--- src/rtl/dmem_io_responder_if.sv ---
// Load/store bus between the CPU data port and dmem_io_responder.
//   ADDR   byte address (CPU ALU result)
//   WDATA  store data
//   MW     store strobe, write commits on the clock edge while high
//   Din    load data, combinational from ADDR
// master = CPU side, slave = responder side.
interface dmem_io_responder_if;
  logic [7:0] ADDR;
  logic [7:0] WDATA;
  logic       MW;
  logic [7:0] Din;

  modport master (output ADDR, output WDATA, output MW, input Din);
  modport slave  (input ADDR, input WDATA, input MW, output Din);
endinterface

--- src/rtl/dmem_io_responder.sv ---
// dmem_io_responder: data-side responder for the CPU load/store port.
// 240-byte RAM at 00-EF plus memory-mapped board I/O at F0-F5:
//   F0 debounced button levels (RO), F1 sticky rising-edge flags (W1C),
//   F2/F3 output latches, F4 sticky game-tick flag in bit0 (W1C),
//   F5 LFSR random byte (RO). F6-FF read 0, writes ignored.
// Reads are zero latency with no side effects; a same-cycle write is not
// visible until the following cycle.
// Ports:
//   CLK, RESET_L     clock, asynchronous active-low reset
//   bus (slave)      ADDR/WDATA/MW in, Din out
//   BTN_IN[NBTN]     raw asynchronous buttons, active high
//   EN_L             CPU enable/resume strobe, registered ~btn_lvl[0]
//   OUT0, OUT1       output latches
// Build option: define DMEM_RNG_EN to build the LFSR behind F5; without it
// F5 reads 00 and no LFSR flops exist.

// Per-button debouncer: two-flop synchronizer followed by a stability
// counter. The level only moves after DB_CYCLES consecutive cycles of
// disagreement between the synced input and the current level.
module dmem_btn_db #(
  parameter logic [15:0] DB_CYCLES = 16'd50000
) (
  input  logic CLK,
  input  logic RESET_L,
  input  logic btnRaw,
  output logic btnLvl,
  output logic rise
);
  logic        sync1, sync2;
  logic [15:0] dbCnt;
  logic        hit;

  assign hit  = (sync2 != btnLvl) && (dbCnt == 16'(DB_CYCLES - 16'd1));
  // Rising pulse coincides with the edge that updates btnLvl.
  assign rise = hit & sync2;

  always_ff @(posedge CLK or negedge RESET_L) begin
    if (!RESET_L) begin
      sync1  <= 1'b0;
      sync2  <= 1'b0;
      dbCnt  <= '0;
      btnLvl <= 1'b0;
    end else begin
      sync1 <= btnRaw;
      sync2 <= sync1;
      if (sync2 == btnLvl) begin
        dbCnt <= '0;
      end else if (hit) begin
        btnLvl <= sync2;
        dbCnt  <= '0;
      end else begin
        dbCnt <= dbCnt + 16'd1;
      end
    end
  end
endmodule

module dmem_io_responder #(
  parameter int          NBTN      = 4,
  parameter logic [15:0] DB_CYCLES = 16'd50000,
  parameter logic [23:0] TICK_DIV  = 24'd10000000,
  parameter logic [7:0]  LFSR_SEED = 8'hA5
) (
  input  logic                 CLK,
  input  logic                 RESET_L,
  dmem_io_responder_if.slave   bus,
  input  logic [NBTN-1:0]      BTN_IN,
  output logic                 EN_L,
  output logic [7:0]           OUT0,
  output logic [7:0]           OUT1
);
  localparam logic [7:0] A_LVL  = 8'hF0;
  localparam logic [7:0] A_EDGE = 8'hF1;
  localparam logic [7:0] A_OUT0 = 8'hF2;
  localparam logic [7:0] A_OUT1 = 8'hF3;
  localparam logic [7:0] A_TICK = 8'hF4;
  localparam logic [7:0] A_RNG  = 8'hF5;

  logic [NBTN-1:0] btnLvl, btnRise, btnEdge, edgeClr;
  logic [23:0]     tickCnt;
  logic            tickFlag, tickWrap, tickClr;
  logic [7:0]      rngVal;
  logic [7:0]      rdData;
  logic [7:0]      lvlByte, edgeByte;
  logic [7:0]      ram [0:239];

  for (genvar i = 0; i < NBTN; i++) begin : gBtn
    dmem_btn_db #(.DB_CYCLES(DB_CYCLES)) uDb (
      .CLK    (CLK),
      .RESET_L(RESET_L),
      .btnRaw (BTN_IN[i]),
      .btnLvl (btnLvl[i]),
      .rise   (btnRise[i])
    );
  end

  assign edgeClr  = (bus.MW && bus.ADDR == A_EDGE) ? bus.WDATA[NBTN-1:0] : '0;
  assign tickWrap = (tickCnt == 24'(TICK_DIV - 24'd1));
  assign tickClr  = bus.MW && (bus.ADDR == A_TICK) && bus.WDATA[0];

  // Sticky flags: a set in the same cycle as a W1C wins.
  always_ff @(posedge CLK or negedge RESET_L) begin
    if (!RESET_L) begin
      btnEdge  <= '0;
      EN_L     <= 1'b1;
      OUT0     <= '0;
      OUT1     <= '0;
      tickCnt  <= '0;
      tickFlag <= 1'b0;
    end else begin
      btnEdge  <= (btnEdge & ~edgeClr) | btnRise;
      EN_L     <= ~btnLvl[0];
      if (bus.MW && bus.ADDR == A_OUT0) OUT0 <= bus.WDATA;
      if (bus.MW && bus.ADDR == A_OUT1) OUT1 <= bus.WDATA;
      tickCnt  <= tickWrap ? 24'd0 : tickCnt + 24'd1;
      tickFlag <= (tickFlag & ~tickClr) | tickWrap;
    end
  end

  // RAM has no reset: contents survive RESET_L.
  always_ff @(posedge CLK) begin
    if (bus.MW && bus.ADDR < A_LVL) ram[bus.ADDR] <= bus.WDATA;
  end

`ifdef DMEM_RNG_EN
  // Fibonacci x^8+x^6+x^5+x^4+1, maximal length so a nonzero seed never hits 0.
  logic [7:0] lfsr;
  always_ff @(posedge CLK or negedge RESET_L) begin
    if (!RESET_L) lfsr <= LFSR_SEED;
    else          lfsr <= {lfsr[6:0], lfsr[7] ^ lfsr[5] ^ lfsr[4] ^ lfsr[3]};
  end
  assign rngVal = lfsr;
`else
  assign rngVal = 8'h00;
`endif

  always_comb begin
    lvlByte  = '0;
    edgeByte = '0;
    lvlByte[NBTN-1:0]  = btnLvl;
    edgeByte[NBTN-1:0] = btnEdge;
  end

  always_comb begin
    rdData = 8'h00;
    if (bus.ADDR < A_LVL) begin
      rdData = ram[bus.ADDR];
    end else begin
      case (bus.ADDR)
        A_LVL:   rdData = lvlByte;
        A_EDGE:  rdData = edgeByte;
        A_OUT0:  rdData = OUT0;
        A_OUT1:  rdData = OUT1;
        A_TICK:  rdData = {7'd0, tickFlag};
        A_RNG:   rdData = rngVal;
        default: rdData = 8'h00;
      endcase
    end
  end

  assign bus.Din = rdData;
endmodule

--- src/flat_wrapper.sv ---
// flat-port wrapper written by rule: the top's interface ports become plain ports
module dmem_io_responder_flat 
#(
  parameter int          NBTN      = 4,
  parameter logic [15:0] DB_CYCLES = 16'd50000,
  parameter logic [23:0] TICK_DIV  = 24'd10000000,
  parameter logic [7:0]  LFSR_SEED = 8'hA5
)
  (CLK, RESET_L, BTN_IN, EN_L, OUT0, OUT1, bus_ADDR, bus_WDATA, bus_MW, bus_Din);
  dmem_io_responder_if bus_i ();
  input  logic CLK;
  input  logic RESET_L;
  input  logic [NBTN-1:0] BTN_IN;
  output logic EN_L;
  output logic [7:0] OUT0;
  output logic [7:0] OUT1;
  input wire logic [$bits(bus_i.ADDR)-1:0] bus_ADDR;
  input wire logic [$bits(bus_i.WDATA)-1:0] bus_WDATA;
  input wire logic [$bits(bus_i.MW)-1:0] bus_MW;
  output wire logic [$bits(bus_i.Din)-1:0] bus_Din;
  assign bus_i.ADDR = bus_ADDR;
  assign bus_i.WDATA = bus_WDATA;
  assign bus_i.MW = bus_MW;
  assign bus_Din = bus_i.Din;
  dmem_io_responder #(.NBTN(NBTN), .DB_CYCLES(DB_CYCLES), .TICK_DIV(TICK_DIV), .LFSR_SEED(LFSR_SEED)) u_core (.CLK(CLK), .RESET_L(RESET_L), .bus(bus_i), .BTN_IN(BTN_IN), .EN_L(EN_L), .OUT0(OUT0), .OUT1(OUT1));
endmodule
--- config.mk ---
export PLATFORM = sky130hd
export DESIGN_NAME = dmem_io_responder_flat
export DESIGN_NICKNAME = d
export VERILOG_FILES = /design/src/rtl/dmem_io_responder_if.sv /design/src/rtl/dmem_io_responder.sv /design/src/flat_wrapper.sv
export SDC_FILE = /design/constraint.sdc
export NUM_CORES = 2
export LEC_CHECK = 0
export ABC_CLOCK_PERIOD_IN_PS = 2800
export BUFFER_PORTS_ARGS = -buffer_cell sky130_fd_sc_hd__buf_4
export CAP_MARGIN = 10
export CELL_PAD_IN_SITES_DETAIL_PLACEMENT = 0
export CELL_PAD_IN_SITES_GLOBAL_PLACEMENT = 1
export CORE_AREA = 2 2 424 426
export DETAILED_ROUTE_END_ITERATION = 7
export DIE_AREA = 0 0 426 428
export PLACE_DENSITY = 0.65
export SYNTH_ARGS = -nofsm -noshare
export SYNTH_HDL_FRONTEND = slang
export SYNTH_SLANG_ARGS = --single-unit
export TNS_END_PERCENT = 10
--- constraint.sdc ---
create_clock -name CLK -period 2.8 [get_ports CLK]
set_input_delay 0.14 -clock CLK [delete_from_list [all_inputs] [get_ports CLK]]
set_output_delay 0.14 -clock CLK [all_outputs]
set_load 0.02 [all_outputs]
==> qor.yml <==
fmax_ghz: 0.277
yosys.area.top_type: "edfxtp_1"
syn_to_final_growth_pct: 20.6
setup_viol: 8
cts_buffers: 207
clockRootBuffer: "clkbuf_16"
p_comb_share_pct: 5.9
powerDensity_nw_per_um2: 667
hp-class: "input pin to flop"
clkTransAtPathRegs_ns: 0.06
routed-wl-met2_um: 101000
cts.sinks: 2042
routed-via-count: 43000
ys_seq_area_share_pct: 76.2
finalHoldViolCount: 0
routed_via_density: 5.81
wl_met3_um: 15600
core_um2: 178000
crit_required_ns: 2.66
insertion_delay_ns: 0.84
p_leak_nw: 32.4
clockBufferDepth: 3
violations: "setup timing"
skew_ns: 0.0158
async_flop_share_pct: 5.97
synthTopCellsByArea: "edfxtp_1, mux4_2, dfrtp_1"
top_layer_used: "met5"
grtUsageTotal_pct: 23.7
cts_setup_buffers: 0
slew_violations: 0
post_drt_wl_per_cell_um: 29.0
cap_violations: 0
tritoncts: "built"
avgSynthCellArea_um2: 19.7
power_mw: 64.0
power.switching_mw: 13.7
path_cells: "mux4_2 > a22oi_2 > o211ai_1 > nor4_4 > buf_4 > o21ai_4 > a221o_1 > buf_6"
die_width_um: 426
die_area_um2: 182000
stdcell_count: 7411
critical_path.max_fanout: 1
num_rows: 155
ys.flop_type: "edfxtp_1"
worst_slew_pin_slew_ns: 1.00
synth_cells: 4042
port_buffers: 47
overflow: 0
routed_wl_um: 215000
antenna_found_initial: 6
syn_nets: 4070
maxSlewHeadroom_pct: 33.4
post-route-period-util_pct: 129
synth_cell_types: 65
slowest_stage: "mux4_2"
drt_iter0_markers: 4834
whs_ns: 0.00686
grt_pass1_vias: 42800
p_seq_share_pct: 52.3
netlist_area_um2: 79600
peakVddDrop_v: 0.000486
setup_ws_ns: -0.808
p_int_mw: 50.3
hpwl_um: 144000
crit_type: "flop to primary output"
ant_nets: 0
place_congestion: 0.864
synth_edf_count: 1920
htreeDepth: 4
cp.arrival_ns: 3.47
power_frac_clock_pct: 41.8
rsz0062_at_grt: "true"
start_util_pct: 44.8
critical_path.startpoint_type: "flop"
netlist.area_leader.share_pct: 72.4
wl_met1_um: 92700
drt_pre_antenna_iters: 6
place_inst: 7017
critical-path-max-stage-delay_ns: 0.50
die_h_um: 428
synth_warnings: 0
nFillCells: 13900
io_pins: 48
fin_crit_ns: 3.61
end_kind: "primary output"
status: "complete, but fails checks"
grt_first_pass_wirelength_um: 311000
fin_nets: 4917
drive_above_1_share_pct: 32.8
swShare_pct: 21.4
dp_slack_ns: -1.01
grt_max_degree: 111
drc: 0
synth_seq_cells: 2042
[path summary, 6_finish.rpt]
kind | start | end | slack [ns] | depth (start not counted)
max in group asynchronous | RESET_L | u_core.EN_L | 2.05 | 4
worst max register to register | u_core.gBtn[2].uDb.dbCnt[10] | u_core.gBtn[2].uDb.dbCnt[7] | 0.79 | 4
worst min-delay path | bus_WDATA[6] | u_core.ram[120][6] | 0.007 | 1
worst min register to register | u_core.gBtn[1].uDb.sync1 | u_core.gBtn[1].uDb.sync2 | 0.35 | 0
min in group asynchronous | RESET_L | u_core.gBtn[2].uDb.dbCnt[10] | 0.44 | 4
worst max-delay path | u_core.ram[234][4] | bus_Din[4] | -0.81 | 8
[synthesized netlist by cell type (all sizes together) (33+ instances only)]
cell type / count
nand2: 118
a21oi: 37
dfrtp: 121
mux4: 432
nor2: 394
o22ai: 96
mux2i: 137
xor2: 33
a22oi: 71
o21ai: 41
nand3: 68
xnor2: 46
clkbuf: 81
buf: 143
edfxtp: 1920
[per-stage QoR]
| step | area, um2 | util [%] | TNS [ns] |
|---|---|---|---|
| 3_5_place_dp | 88900 | 50.1 | -5.53 |
| 6_report | 96000 | 54.0 | -5.23 |
| 2_1_floorplan | 79600 | - | 0 |
| 3_3_place_gp | 88900 | 50.1 | -5.61 |
| 5_1_grt | 96000 | 54.0 | -5.72 |
| 4_1_cts | 95900 | 54.0 | -5.88 |
[state kept, by name, indices dropped and copies added (netlist names), 4 cells and up]
register	count
u_core.tickCnt	24
u_core.OUT1	8
u_core.gBtn.uDb.sync2	4
u_core.gBtn.uDb.sync1	4
u_core.OUT0	8
u_core.gBtn.uDb.btnLvl	4
u_core.btnEdge	4
u_core.gBtn.uDb.dbCnt	64
u_core.ram	1920
[layer usage]
| metal | up-vias | GRT usage, % |
|---|---|---|
| met2 | 1755 | 36.3 |
| li1 | 18200 | - |
| met5 | - | 0 |
| met3 | 278 | 3.53 |
| met4 | 2 | 6.54 |
| met1 | 22800 | 35.6 |
[cell usage in the layout, fill, tap and decap left out, types with 48 or more instances in the layout]
cell type,synthesis,layout
buf_12,0,83
buf_4,30,744
clkinv_1,1,48
nor2_1,393,390
mux4_2,432,432
mux2i_1,137,136
dfrtp_1,121,121
a22oi_1,71,58
o22ai_1,96,93
clkbuf_16,0,210
edfxtp_1,1920,1920
nand2_1,118,115
nand3_1,68,63
[cell type report]
cell class,instances,area [um2],share of cell area [%]
multi-input combinational,1759,18100,18.8
inverter,17,63.8,0.0665
sequential,2042,60700,63.2
timing repair buffer,862,7670,7.99
clock buffer,251,5470,5.70
tap,2355,2950,3.07
clock inverter,124,1070,1.12
antenna,1,2.50,0.00261
[power groups by stage]
stage	sequential, mW	clock [mW]	combinational, mW
floorplan	34.2	0	1.56
global placement	34.1	0	3.65
detailed placement	34.2	0	3.68
CTS	33.5	27.3	3.77
global route	33.5	28.5	3.94
finish	33.5	26.8	3.75
[what timing repair did]
| action | 4_1_cts | 5_1_grt |
|---|---|---|
| endpoints found under the setup margin | 8 | 8 |
| resized for setup | 54 | 15 |
| pin swaps | 18 | 8 |
| hold buffers | 18 | 0 |
| cloned | 0 | 0 |
| hold endpoints to repair | 457 | 0 |
[worst max-delay path: cells and delay by family, from the launching register on]
kind	cells	cell delay, ns
flops	1	0.37
mux	1	0.50
compound gates	4	1.02
simple gates	1	0.37
buf+inv	2	0.37
[cells by family (layout without fill, tap and decap cells)]
family / after synthesis / in the layout / synth area share [%]
other cells: 0 / 1 / 0
flops: 2042 / 2042 / 76.2
xor+xnor: 79 / 79 / 0.869
mux: 589 / 589 / 14.2
buf+inv: 241 / 1254 / 1.48
simple gates: 751 / 751 / 4.24
compound gates: 335 / 335 / 2.87
fa+ha+maj: 5 / 5 / 0.0786
No activity file was read; power rests on OpenSTA's default activity.
